==> src/rtl/ex_mem_stage.sv <==
// EX->MEM pipeline register: captures execute results, runs the data-memory handshake and stalls upstream.
// Optional MEM_TIMEOUT_EN adds a request watchdog that forces completion with a sticky error.
module ex_mem_stage #(
    parameter int ADDR_W         = 32,
    parameter int REG_W          = 5,
    parameter int TIMEOUT_CYCLES = 255
) (
    input  logic              CLK,
    input  logic              RST,
    input  logic              exW,
    input  logic              exFLUSH,
    input  logic [ADDR_W-1:0] exALUout,
    input  logic [ADDR_W-1:0] exrdat2,
    input  logic              excuDRE,
    input  logic              excuDWE,
    input  logic              exMemToReg,
    input  logic              exWEN,
    input  logic [REG_W-1:0]  exwsel,
    input  logic              excuHALT,
    input  logic              dhit,
    input  logic [ADDR_W-1:0] dmemload,
    output logic              dmemREN,
    output logic              dmemWEN,
    output logic [ADDR_W-1:0] dmemaddr,
    output logic [ADDR_W-1:0] dmemstore,
    output logic              memstall,
    output logic [ADDR_W-1:0] memALUout,
    output logic [ADDR_W-1:0] memload,
    output logic              memMemToReg,
    output logic              memWEN,
    output logic              memHALT,
    output logic [REG_W-1:0]  memwsel,
    output logic              memerr,
    output logic [1:0]        state_dbg
);

    typedef enum logic [1:0] {
        IDLE = 2'd0,
        REQ  = 2'd1,
        DONE = 2'd2
    } state_t;

    state_t              state_q, state_d;
    logic [ADDR_W-1:0]   alu_q, alu_d;
    logic [ADDR_W-1:0]   rdat2_q, rdat2_d;
    logic [ADDR_W-1:0]   load_q, load_d;
    logic                dre_q, dre_d;
    logic                dwe_q, dwe_d;
    logic                m2r_q, m2r_d;
    logic                wen_q, wen_d;
    logic                halt_q, halt_d;
    logic [REG_W-1:0]    wsel_q, wsel_d;
    logic                err_q, err_d;
    logic                timeout_hit;
    logic                in_req;

    // A captured halt makes the whole stage inert until reset.
    assign in_req = (state_q == REQ) && !halt_q;

`ifdef MEM_TIMEOUT_EN
    localparam int CNT_W = ($clog2(TIMEOUT_CYCLES + 1) > 8) ? $clog2(TIMEOUT_CYCLES + 1) : 8;
    logic [CNT_W-1:0] cnt_q, cnt_d;

    assign timeout_hit = in_req && !dhit && (cnt_q == CNT_W'(TIMEOUT_CYCLES - 1));

    always_comb begin
        cnt_d = '0;
        if (in_req && !dhit && !timeout_hit) begin
            cnt_d = cnt_q + CNT_W'(1);
        end
    end

    always_ff @(posedge CLK) begin
        if (RST) begin
            cnt_q <= '0;
        end else begin
            cnt_q <= cnt_d;
        end
    end
`else
    logic unused_timeout;
    assign unused_timeout = ^TIMEOUT_CYCLES;
    assign timeout_hit    = 1'b0;
`endif

    always_comb begin
        state_d = state_q;
        alu_d   = alu_q;
        rdat2_d = rdat2_q;
        load_d  = load_q;
        dre_d   = dre_q;
        dwe_d   = dwe_q;
        m2r_d   = m2r_q;
        wen_d   = wen_q;
        halt_d  = halt_q;
        wsel_d  = wsel_q;
        err_d   = err_q;
        if (halt_q) begin
            state_d = state_q;
        end else if (state_q == REQ) begin
            if (dhit) begin
                state_d = DONE;
                if (dre_q) begin
                    load_d = dmemload;
                end
            end else if (timeout_hit) begin
                state_d = DONE;
                err_d   = 1'b1;
                load_d  = ADDR_W'(32'hDEADBEEF);
            end
        end else if (exFLUSH) begin
            state_d = IDLE;
            alu_d   = '0;
            rdat2_d = '0;
            load_d  = '0;
            dre_d   = 1'b0;
            dwe_d   = 1'b0;
            m2r_d   = 1'b0;
            wen_d   = 1'b0;
            halt_d  = 1'b0;
            wsel_d  = '0;
        end else if (exW) begin
            state_d = (excuDRE || excuDWE) ? REQ : IDLE;
            alu_d   = exALUout;
            rdat2_d = exrdat2;
            dre_d   = excuDRE;
            // A read wins over an illegal simultaneous write.
            dwe_d   = excuDWE && !excuDRE;
            m2r_d   = exMemToReg;
            wen_d   = exWEN;
            halt_d  = excuHALT;
            wsel_d  = exwsel;
        end
    end

    always_ff @(posedge CLK) begin
        if (RST) begin
            state_q <= IDLE;
            alu_q   <= '0;
            rdat2_q <= '0;
            load_q  <= '0;
            dre_q   <= 1'b0;
            dwe_q   <= 1'b0;
            m2r_q   <= 1'b0;
            wen_q   <= 1'b0;
            halt_q  <= 1'b0;
            wsel_q  <= '0;
            err_q   <= 1'b0;
        end else begin
            state_q <= state_d;
            alu_q   <= alu_d;
            rdat2_q <= rdat2_d;
            load_q  <= load_d;
            dre_q   <= dre_d;
            dwe_q   <= dwe_d;
            m2r_q   <= m2r_d;
            wen_q   <= wen_d;
            halt_q  <= halt_d;
            wsel_q  <= wsel_d;
            err_q   <= err_d;
        end
    end

    assign dmemREN     = in_req && dre_q;
    assign dmemWEN     = in_req && dwe_q;
    assign dmemaddr    = alu_q;
    assign dmemstore   = rdat2_q;
    assign memstall    = in_req;
    assign memALUout   = alu_q;
    assign memload     = load_q;
    assign memMemToReg = m2r_q;
    assign memWEN      = wen_q;
    assign memHALT     = halt_q;
    assign memwsel     = wsel_q;
    assign memerr      = err_q;
    assign state_dbg   = state_q;

endmodule
==> config.mk <==
export PLATFORM = sky130hd
export DESIGN_NAME = ex_mem_stage
export DESIGN_NICKNAME = d
export VERILOG_FILES = /design/src/rtl/ex_mem_stage.sv
export SDC_FILE = /design/constraint.sdc
export NUM_CORES = 1
export LEC_CHECK = 0
export BUFFER_PORTS_ARGS = -buffer_cell sky130_fd_sc_hd__buf_2
export CAP_MARGIN = 30
export CORE_ASPECT_RATIO = 0.7
export CORE_MARGIN = 4
export CORE_UTILIZATION = 43
export CTS_BUF_LIST = sky130_fd_sc_hd__clkbuf_2
export DETAILED_ROUTE_END_ITERATION = 10
export HOLD_SLACK_MARGIN = 0.08
export PLACE_DENSITY = 0.86
export SLEW_MARGIN = 20
export SYNTH_ARGS = -nofsm -noshare
export SYNTH_HDL_FRONTEND = slang
export SYNTH_SLANG_ARGS = --single-unit
==> constraint.sdc <==
create_clock -name CLK -period 1.8 [get_ports CLK]
set_input_delay 0.36 -clock CLK [delete_from_list [all_inputs] [get_ports CLK]]
set_output_delay 0.36 -clock CLK [all_outputs]
set_load 0.02 [all_outputs]
==> out/results.ini <==
[timing]
holdWs_ps=143
hold_viol_final=0
worst_slack_ps=-57.6
fmax_mhz=538
fin_tns_setup_ps=-109
skew_ps=29.7
maxSlewViolCount=0
final.min_clock_period_ps=1860
finalCritPeriodShare_pct=103
setup_viol=3
rsz0062_at_grt=yes

[critical_path]
required_ps=1440
path_class=flop to primary output
cp-end-kind=primary output
critPathSlowestCell=dfxtp_4
critPathLaunchType=flop
path_delay_family=flip-flops
slowest_delay_ps=430
crit_buf_inv=1
crit_arrival_ps=1500
crit_path_max_fanout=5
path_cells=or2b_1 > nor2_1 > buf_4

[yosys]
ys_seq_area_share_pct=56.6
syn_avg_cell_area_um2=12.8
synth_edf_count=0
syn_area_um2=3820
async_reset_ff_share_pct=0
yosysUniqueCellTypes=29
yosys_most_used_dff=dfxtp_1
synth_nets=409
ys_ff_latch=108
yosysWarnings=0
postSynthCellCount=298

[floorplan]
die_y_um=86.9
die_x_um=121
num_rows=28
ios=253
core_um2=8550
die_area_um2=10500
start_util_pct=44.7

[finish]
drive_above_1_share_pct=51.8
final_core_util_pct=71.8
final_cell_mix=buf_2 (247), dlygate4sd3_1 (110), dfxtp_1 (105)
syn_to_final_growth_pct=60.5
layout.nets=737
final_common_cell=buf_2
nFillCells=599
diodes=0

[clocking]
insertion_delay_ps=590
clock-root-buffer=clkbuf_2
clk_pin_slew_ps=290
cts_tree=built
htree_levels=3
cts.sinks=108
cts_buffer_depth=2
cts_buffers=9

[detailed_routing]
num_vias=3718
via_per_inst=4.95
drc=0
wl_per_cell_um=17.7
drt-initial-drc-count=182
ant_nets=0
totalWireLength_um=13300
dr.pass1.iters=4

[placed_design]
place.gp.congestion=0.759
hpwl_um=7620
io_buffers=251
pre_cts_ws_ps=255

[grt]
grt_antenna_before_repair=0
grtUsageTotal_pct=24.9
grt_pass1_vias=3833
grt_overflow=0
grt_pass1_wl_um=20400
grt_max_degree=74

[status]
run_status=finished, violations left
violations=setup timing

[power]
pwr_density_cell_nw_per_um2=729
ir_worst_vdd_mv=0.389
p_leak_nw=3.12
p_total_mw=4.47

[run]
cap_violations=0

[hold_path]
hold_path_class=primary input to flop

-- worst reg2reg max path: stages (launching register included) --
cell,delay [ps]
dfxtp_4,430
nor2b_4,140
buf_4,120
buf_4,120
mux2_4,310
a21oi_4,170
buf_12,190
a22o_1,190
-- final cells by class --
class | instances | area [um^2] | share of cell area [%]
Sequential cell | 108 | 2170 | 35.4
Timing Repair Buffer | 373 | 2510 | 40.9
Tap cell | 120 | 150 | 2.45
Inverter | 2 | 7.51 | 0.122
Multi-Input combinational cell | 132 | 1180 | 19.2
Clock inverter | 7 | 75.1 | 1.22
Clock buffer | 9 | 45.0 | 0.734
-- stage by stage --
step	std cells	area [um^2]
floorplan	298	3820
global placement	618	4820
detailed placement	618	4820
CTS	749	6110
global route	751	6130
finish	751	6130
-- timing repair --
item,CTS,global route
hold endpoints to repair,108,0
gates resized for setup,12,3
hold buffers,110,0
endpoints found under the setup margin,4,4
pin swaps,1,0
setup buffers,5,2
-- path summary, 6_finish.rpt --
kind / cells past startpoint / slack, ps / to / startpoint
max: 3 / -60 / memstall / state_dbg[1]
min reg2reg: 1 / 510 / memwsel[4] / memwsel[4]
min: 4 / 140 / state_dbg[0] / exFLUSH
max reg2reg: 7 / 90 / memload[30] / state_dbg[1]
-- cell usage after synthesis (2+ instances only) --
cell type  instances  share of area (%)
dfxtp_1          108                 57
buf_8              7                2.7
nor2_1             6               0.59
inv_1              2               0.20
buf_4             33                6.5
a22o_2            36                9.4
buf_6              8                2.4
a22o_1            68                 16
and3_2             2               0.39
nor3_1             2               0.26
buf_2              8                1.0
-- cells by family after synthesis --
logic type	share of synthesized area (%)
AO/OA/AOI/OAI	26.3
flip-flops	56.6
buffers and inverters	12.8
AND/OR/NAND/NOR	3.54
multiplexers	0.655
other	0.0981
-- sequential cells by signal, indices dropped and copies added, names as in the netlist --
register	cells
dmemaddr	32
dmemstore	32
dre_q	1
dwe_q	1
memHALT	1
memMemToReg	1
memWEN	1
memload	32
memwsel	5
state_dbg	2
-- per-layer routing --
metal,vias up,GRT usage (%),share of wire (%)
li1,1735,-,-
met1,1730,26.3,37
met2,210,45.2,51
met3,43,8.96,8.9
met4,0,11.1,3.5
met5,-,0,0
-- report_power, final --
group	internal (mW)	total, mW	switching [mW]
clock network	0.332	1.13	0.803
registers	2.47	2.52	0.0495
logic	0.424	0.817	0.393
total	3.23	4.47	1.25
Note: power is estimated with default switching activity, not from simulation.
